$ cat config.mk
export PLATFORM = sky130hd
export DESIGN_NAME = hack_boot_loader
export DESIGN_NICKNAME = d
export VERILOG_FILES = /design/src/rtl/hack_boot_loader.sv
export SDC_FILE = /design/constraint.sdc
export NUM_CORES = 1
export LEC_CHECK = 0
export CAP_MARGIN = 5
export CELL_PAD_IN_SITES_DETAIL_PLACEMENT = 2
export CELL_PAD_IN_SITES_GLOBAL_PLACEMENT = 2
export CORE_UTILIZATION = 30
export CTS_BUF_LIST = sky130_fd_sc_hd__clkbuf_4 sky130_fd_sc_hd__clkbuf_8 sky130_fd_sc_hd__clkbuf_16
export DETAILED_ROUTE_END_ITERATION = 16
export PLACE_DENSITY = 0.76
export SLEW_MARGIN = 10
export SYNTH_ARGS = -nofsm -noshare
export SYNTH_HDL_FRONTEND = slang
export SYNTH_SLANG_ARGS = --single-unit
$ cat constraint.sdc
create_clock -name clk -period 6.96 [get_ports clk]
set_clock_uncertainty 0.1 [all_clocks]
set_input_delay 1.392 -clock clk [delete_from_list [all_inputs] [get_ports clk]]
set_output_delay 1.392 -clock clk [all_outputs]
set_load 0.005 [all_outputs]
$ cat src/rtl/hack_boot_loader.sv
// Hack CPU boot loader: receives a framed instruction image over a byte
// stream, writes it into instruction ROM, answers ACK/NAK, then releases
// the CPU. With boot_en low at reset release the CPU runs the preloaded ROM.
module hack_boot_loader #(
  parameter int TIMEOUT_CYCLES = 5_000_000,
  parameter int MAX_WORDS      = 32768
) (
  input  logic        clk,
  input  logic        reset_n,
  input  logic        boot_en,
  input  logic        rx_valid,
  input  logic [7:0]  rx_data,
  output logic        tx_valid,
  output logic [7:0]  tx_data,
  input  logic        tx_ready,
  output logic        rom_we,
  output logic [14:0] rom_addr,
  output logic [15:0] rom_wdata,
  output logic        cpu_reset_n_o,
  output logic        busy,
  output logic        done,
  output logic        error
);

  localparam logic [7:0]  SYNC_BYTE = 8'hA5;
  localparam logic [7:0]  ACK_BYTE  = 8'h06;
  localparam logic [7:0]  NAK_BYTE  = 8'h15;
  localparam logic [31:0] TO_LAST   = 32'(TIMEOUT_CYCLES - 1);
  localparam logic [16:0] MAX_N     = 17'(MAX_WORDS);

  typedef enum logic [2:0] {
    IDLE, CNT_H, CNT_L, DATA_H, DATA_L, CHK, RESP, RUN
  } state_t;

  state_t      state_q, state_d;
  logic [15:0] cnt_q, cnt_d;
  logic [14:0] idx_q, idx_d;
  logic [7:0]  hi_q, hi_d;
  logic [7:0]  csum_q, csum_d;
  logic [31:0] timer_q, timer_d;
  logic [7:0]  tx_data_q, tx_data_d;
  logic        rom_we_q, rom_we_d;
  logic [14:0] rom_addr_q, rom_addr_d;
  logic [15:0] rom_wdata_q, rom_wdata_d;
  logic        error_q, error_d;
  logic        first_q;

  logic        timer_run;
  logic        timeout;
  logic [15:0] n_word;

  // Inter-byte timer only runs while a frame is being received.
  assign timer_run = (state_q == CNT_H) || (state_q == CNT_L) ||
                     (state_q == DATA_H) || (state_q == DATA_L) ||
                     (state_q == CHK);
  // A byte arriving in the expiry cycle takes priority over the timeout.
  assign timeout   = timer_run && !rx_valid && (timer_q == TO_LAST);

  // Next-state, datapath and response selection.
  always_comb begin
    state_d     = state_q;
    cnt_d       = cnt_q;
    idx_d       = idx_q;
    hi_d        = hi_q;
    csum_d      = csum_q;
    tx_data_d   = tx_data_q;
    rom_we_d    = 1'b0;
    rom_addr_d  = rom_addr_q;
    rom_wdata_d = rom_wdata_q;
    error_d     = error_q;
    n_word      = {cnt_q[15:8], rx_data};
    timer_d     = (timer_run && !rx_valid && !timeout) ? timer_q + 32'd1 : 32'd0;

    case (state_q)
      IDLE: begin
        if (first_q && !boot_en) begin
          state_d = RUN;
        end else if (rx_valid && rx_data == SYNC_BYTE) begin
          state_d = CNT_H;
          csum_d  = 8'h00;
          idx_d   = 15'd0;
          error_d = 1'b0;
        end
      end
      CNT_H: begin
        if (rx_valid) begin
          cnt_d   = {rx_data, 8'h00};
          csum_d  = csum_q ^ rx_data;
          state_d = CNT_L;
        end
      end
      CNT_L: begin
        if (rx_valid) begin
          cnt_d  = n_word;
          csum_d = csum_q ^ rx_data;
          if (n_word == 16'd0 || {1'b0, n_word} > MAX_N) begin
            state_d   = RESP;
            tx_data_d = NAK_BYTE;
          end else begin
            state_d = DATA_H;
          end
        end
      end
      DATA_H: begin
        if (rx_valid) begin
          hi_d    = rx_data;
          csum_d  = csum_q ^ rx_data;
          state_d = DATA_L;
        end
      end
      DATA_L: begin
        if (rx_valid) begin
          rom_we_d    = 1'b1;
          rom_addr_d  = idx_q;
          rom_wdata_d = {hi_q, rx_data};
          csum_d      = csum_q ^ rx_data;
          idx_d       = idx_q + 15'd1;
          state_d     = (({1'b0, idx_q} + 16'd1) == cnt_q) ? CHK : DATA_H;
        end
      end
      CHK: begin
        if (rx_valid) begin
          tx_data_d = (rx_data == csum_q) ? ACK_BYTE : NAK_BYTE;
          state_d   = RESP;
        end
      end
      RESP: begin
        if (tx_ready) begin
          if (tx_data_q == ACK_BYTE) begin
            state_d = RUN;
          end else begin
            state_d = IDLE;
            error_d = 1'b1;
          end
        end
      end
      RUN: begin
        state_d = RUN;
      end
      default: state_d = IDLE;
    endcase

    // Timeout abandons the frame; words already written stay in ROM.
    if (timeout) begin
      state_d   = RESP;
      tx_data_d = NAK_BYTE;
    end
  end

  // State and datapath registers with synchronous active-low reset.
  always_ff @(posedge clk) begin
    if (!reset_n) begin
      state_q     <= IDLE;
      cnt_q       <= '0;
      idx_q       <= '0;
      hi_q        <= '0;
      csum_q      <= '0;
      timer_q     <= '0;
      tx_data_q   <= '0;
      rom_we_q    <= 1'b0;
      rom_addr_q  <= '0;
      rom_wdata_q <= '0;
      error_q     <= 1'b0;
      first_q     <= 1'b1;
    end else begin
      state_q     <= state_d;
      cnt_q       <= cnt_d;
      idx_q       <= idx_d;
      hi_q        <= hi_d;
      csum_q      <= csum_d;
      timer_q     <= timer_d;
      tx_data_q   <= tx_data_d;
      rom_we_q    <= rom_we_d;
      rom_addr_q  <= rom_addr_d;
      rom_wdata_q <= rom_wdata_d;
      error_q     <= error_d;
      first_q     <= 1'b0;
    end
  end

  assign tx_valid      = (state_q == RESP);
  assign tx_data       = tx_data_q;
  assign rom_we        = rom_we_q;
  assign rom_addr      = rom_addr_q;
  assign rom_wdata     = rom_wdata_q;
  assign cpu_reset_n_o = (state_q == RUN);
  assign done          = (state_q == RUN);
  assign busy          = timer_run || (state_q == RESP);
  assign error         = error_q;

endmodule

---- Word level (Yosys, flattened, before mapping) ----
Index checks and enable logic that the tools add are counted.
word-level totals
  output and inout port bits .............. 45
  word-level logic and storage cells ...... 128
  register bits after elaboration ......... 124
cells by class
  eq/ne operators ......................... 32
  bitwise gates (word level) .............. 3
  mux-type cells .......................... 37
  reductions and logical operators ........ 37
  order comparisons ....................... 1
  $add $sub $neg .......................... 3
operators with widths
  operator                                                number
  2-to-1 mux 8 bit                                        7
  2-to-1 mux 15 bit                                       3
  2-to-1 mux 3 bit                                        12
  adder 32 x 1 -> 32 bit (second input constant)          1
  == test 32 x 23 -> 1 bit (second input constant)        1
  case mux 16 bit (2 select lines)                        1
  case mux 8 bit (2 select lines)                         2
  case mux 15 bit (2 select lines)                        1
  case mux 3 bit (8 select lines)                         1
  != test 3 bit (second input constant)                   6
  adder 15 x 1 -> 16 bit (second input constant)          1
  == test 16 bit                                          1
  greater-than comparator 16 bit (second input constant)  1
  logical NOT 16 bit                                      1
  2-to-1 mux 16 bit                                       1
  != test 2 bit (second input constant)                   8
  AND reduction 4 bit                                     4
  adder 15 x 1 -> 15 bit (second input constant)          1
  AND reduction 7 bit                                     2
  == test 3 bit (second input constant)                   4
  2-to-1 mux 5 bit                                        2
  nonzero test 2 bit                                      5
  == test 8 x 3 -> 1 bit (second input constant)          1
  == test 8 bit                                           1
  21 further kinds                                        45

---- Longest topological paths before layout ----
  depth after elaboration ................. 10
  gate-level depth with buffers ........... 9
  gate-level depth less buffers ........... 8

---- Worst setup path before layout ----
Ideal clock, no wire load.
  path type ............................... input -> register
  from .................................... input rx_data[1]
  to ...................................... register state_q[2]
  data required time ...................... 6,719 ps
  stages on the path ...................... 8
  path buffers ............................ 1
  setup slack ............................. 3,505 ps
  setup time .............................. 141 ps
  arrival ................................. 3,215 ps
  path through ............................ clkbuf_1 -> or4_1 -> nor3_1 -> a21bo_2 -> nand2_1 -> a311oi_1 -> o31a_1 -> a2111oi_2
on the way
  cells in the longest elaborated chain, start to end .. 6
  elaborated cells on any way between the ends .. 11
ends and longest elaborated chain
  what                                                                         RTL line  source
  from (decl)                                                                  12        input logic [7:0] rx_data,
  greater-than comparator 16 bit / logical NOT 16 bit (equally long branches)  96        if (n_word == 16'd0 || {1'b0, n_word} > MAX_N) begin
  logical OR 1 bit                                                             96
  2-to-1 mux 3 bit                                                             96
  2-to-1 mux 3 bit                                                             93        if (rx_valid) begin
  case mux 3 bit (8 select lines)                                              74        case (state_q)
  2-to-1 mux 3 bit                                                             144       if (timeout) begin
  to (signal assigned)                                                         166       state_q <= state_d;
  to (decl)                                                                    35        state_t state_q, state_d;
Parallel ways exist; a longest one is shown, timed or not. The select of a mux whose other input is x is not followed.
A chain may end at the register's enable or synchronous reset.

---- Final worst setup path ----
  from .................................... input rx_data[6]
  to ...................................... register idx_q[3]
on the way
  cells in the longest elaborated chain, start to end .. 4
ends and longest elaborated chain
  what                                  RTL line  source
  == test 8 bit                         78        end else if (rx_valid && rx_data == SYNC_BYTE) begin
  logical AND 1 bit                     78
  != test 2 bit (no source line)        --
  AND reduction 4 bit (no source line)  --
  to (signal assigned)                  168       idx_q <= idx_d;
  to (decl)                             37        logic [14:0] idx_q, idx_d;
Every way passes these cells.

==> results.md <==
GRT:
- The initial antenna violation count is 0.
- The global-route wire length before repair is 29900 um.
- The overall routing resource usage is 0.1949.
- The number of global-route vias before repair is 5740.
- The total overflow left after global routing is 0.
- Entering global routing, the biggest net connects 72 pins.

Yosys:
- Of the total synthesized cell area, the portion taken by AND, OR, NAND and NOR gates is 0.2740.
- In the synthesized netlist the dominant register cell turns out to be dfxtp_1.
- The adder-cell share of the synthesized area is 0.004431.
- The complex-gate fraction of the synthesized area was 0.1573.
- The area fraction of the dominant cell type after synthesis is 0.4218.
- After synthesis, the largest family of logic cells by area is simple AND/OR/NAND/NOR gates.
- The sequential-to-total area share from yosys stat is 0.4218.
- The mean cell area of the mapped netlist is 7.823 sq um.
- The fraction of registers with async set/reset is 0.
- Of the total synthesized cell area, the portion taken by XOR and XNOR cells is 0.08684.
- The netlist uses 64 different library cells.
- The portion of synthesized area spent on multiplexers is 0.003545.
- The cell count after synthesis is 722.
- During synthesis, Yosys emitted a total of 0 warnings.
- In this run, synthesis produced a sequential element count of 119.
- In this run, synthesis inferred 0 flip-flops with an integrated enable.
- In this run the cell area of the synthesized design comes to 5648 sq um.
- The post-synthesis cell type with the largest combined area is dfxtp_1.
- After synthesis, the cell types taking the most area are dfxtp_1 42%, nand2_1 9.2%, a21oi_1 7.2%.

Power:
- The internal power of the cells is 1.392 mW.
- The static leakage is 2.207 nW.
- VDD sags by at most 0.0001704 V.
- Of the total power, the share spent switching nets is 0.3455.
- The sequential share of power is 0.379.
- Of the total power, the clock network draws 0.381.
- The relative contribution of combinational cells to total power is 0.240.
- For this design the ratio of total power to cell area is 312.4 nW/um^2.
- Summed over all nets, the switching power comes to 0.7346 mW.

Finish:
- The number of nets at the end of the flow is 763.
- The total inserted antenna cells is 0.
- The fraction of final layout cells with drive strength greater than 1 is 0.06307.
- The area growth from synthesis to layout is 20.51%.
- The total of fill cells in the finished design is 2068.

Placed design:
- The number of buffers added on ports is 53.
- After legalization and detailed placement, the total HPWL measured 12470 um.
- The congestion estimate from routability-driven global placement came to 0.7554.

STA:
- Setup total negative slack on the finished layout was measured at 0 ns.
- At the pin with the least slew margin, the transition time is 1.139 ns.
- Of the available clock period, the critical path in the final layout requires 0.5602.
- Setup violations remaining at the end of the flow were counted as 0.
- The number of failing hold endpoints at the final stage was 0.
- The clock period could shrink to 3.899 ns.
- The max-slew violation count is 0.
- The worst relative slew slack is 0.2380.
- Setup repair after global routing left no endpoint under its margin.
- The final worst hold slack is 0.3554 ns.
- Static timing analysis puts the maximum clock frequency at 256.5 MHz.

Clock network:
- The clock transition at the register clock pins on the worst setup and hold paths after CTS is 0.06 ns.
- Counting along the longest clock path gives a buffer depth of 2.
- The number of gates given a new drive strength after cts is 0.
- The number of setup buffers added after CTS is 0.
- The count of clock tree sinks is 119.
- The CTS tree is yes.
- In this run the clock root is driven by a clkbuf_16.
- The later pin in the worst-skew pair is clocked with a latency of 0.41 ns.
- The number of CTS-inserted buffers is 17.
- Buffers inserted to repair hold after CTS numbered 0.
- The H-tree depth reported by CTS is 4.

Run status:
- The checks that failed: DRC.
- The run finished, with violations left.

Routing:
- The routed length per placed instance is 18.19 um.
- For this run, design rule violations remaining after detail routing come to 3.
- For this block, the via count after detailed routing is 5211.
- The first TritonRoute pass finished after 10 iterations.
- Dividing the detail-routed via count by the number of cells gives 5.264.
- The count of nets left with antenna violations once routing finished came out at 0.
- The initial DRC count is 160.
- The total wirelength of the detailed-routed design is 18010 um.

Die:
- The total I/O pin count is 58.
- The die is 139.2 um wide.
- The floorplan step defined a core boundary enclosing 18210 sq um.
- The die covers 19380 sq um.
- The starting utilization of the core area is 0.3102.
- Row generation in the floorplan step produced 49 rows.
- In this run the vertical extent of the chip is 139.2 um.

Setup path:
- Tracing the worst setup path back leads to its startpoint at rx_data[6].
- The worst register-to-register path begins at idx_q[0].
- The endpoint kind of the worst setup timing path is a flop.
- At the worst endpoint, the required time is 7.17 ns.
- The slack of the worst reg-to-reg path is 3.60 ns.
- The data arrival time of the critical path is 4.11 ns.
- Along the worst path, the maximum fanout reaches 14.
- The critical path is of the in -> reg type.
- STA classifies the critical path startpoint as an input pin.

Hold path:
- The startpoint of the tightest hold check path is hi_q[1].
- The worst hold-check path type is reg -> reg.

Job:
- The number of maximum-capacitance constraint violations is 0.
state kept, by name, summed over array words and instances, names as in the netlist:
name and count:
idx_q 15, hi_q 8, timer_q 32, cnt_q 16
first_q 1, rom_we 1, rom_wdata 16, state_q 3
tx_data 3, rom_addr 15, error 1, csum_q 8
area by class of cell:
cell class | instances | area [sq um] | area share
clock buffer | 21 | 474.2 | 0.06967
clock inverter | 11 | 75.07 | 0.01103
multi-input combinational | 542 | 2987 | 0.4388
inverter | 11 | 41.29 | 0.006066
sequential | 119 | 2382 | 0.3500
timing repair buffer | 57 | 560.5 | 0.08235
tap | 229 | 286.5 | 0.04210
cells in the final DEF, fill, tap and decap left out, drive strengths merged, types with 3 or more instances in the layout:
master,n
inv,12
o41ai,3
o21ai,36
xnor2,32
clkinvlp,5
nand2,139
a21oi,81
or3,9
clkinv,5
o31ai,10
buf,4
nand2b,8
xor2,24
nor3,11
nand3,27
and3,6
nor4,12
clkbuf,21
dfxtp,119
nor2,63
nand4,10
a31oi,5
nand3b,11
and2,7
or4,3
conb,4
and4,5
nor4b,3
clkdlybuf4s50,53
nor2b,4
per-layer routing:
metal,wire length [um],up-vias,track usage
met5,0,-,0
met4,235,0,0.06082
met3,407,20,0.03613
met2,9070,62,0.3538
met1,8298,2606,0.2314
li1,-,2523,-
worst paths after layout:
check	to	depth (start not counted)
worst max-delay path	idx_q[3]	8
worst min-delay path	rom_wdata[9]	2
worst max register to register	state_q[2]	8
worst min register to register	rom_wdata[9]	2
metrics by stage:
| stage | util | total power, mW | setup WS (ns) | area [sq um] | instances |
|---|---|---|---|---|---|
| 2_1_floorplan | - | 1.157 | 3.505 | 5659 | 725 |
| 3_3_place_gp | 0.3436 | 1.293 | 2.743 | 6257 | 958 |
| 3_5_place_dp | 0.3436 | 1.329 | 2.648 | 6257 | 958 |
| 4_1_cts | 0.3738 | 2.154 | 3.032 | 6807 | 990 |
| 5_1_grt | 0.3738 | 2.239 | 2.816 | 6807 | 990 |
| 6_report | 0.3738 | 2.126 | 3.061 | 6807 | 990 |
critical path, cell delays in order:
cell	delay (ns)
clkdlybuf4s50_1	0.74
or4_1	0.22
nor3_1	0.09
a21bo_2	0.26
and3_1	0.19
nor2_1	0.86
o21ai_0	0.23
o31ai_1	0.12
logic make-up after synthesis:
family          after synthesis
mux                           2
other cells                   1
fa+ha+maj                     2
buf+inv                      64
compound gates              154
simple gates                324
flops                       119
xor+xnor                     56
power by group through the flow:
stage	Clock, mW	Combinational, mW	Sequential (mW)
4_1_cts	0.829	0.519	0.805
2_1_floorplan	0	0.390	0.767
5_1_grt	0.859	0.565	0.816
6_report	0.810	0.510	0.806
3_5_place_dp	0	0.510	0.819
3_3_place_gp	0	0.480	0.813
cell usage after synthesis (3+ instances only):
cell type,n
nand4_1,10
buf_2,4
a21oi_1,81
nor4b_1,3
nor2_1,62
nand3_1,26
inv_1,9
buf_6,3
o21ai_1,12
buf_4,6
nor2b_1,4
o21ai_0,24
and2_1,6
o31ai_1,10
xnor2_1,32
nor4_1,11
clkbuf_1,39
dfxtp_1,119
nand2_1,138
nand3b_1,11
xor2_1,24
and4_1,4
and3_1,6
nand2b_1,8
a31oi_1,5
or3_1,9
o41ai_1,3
nor3_1,11
(Power assumes the default switching activity.)
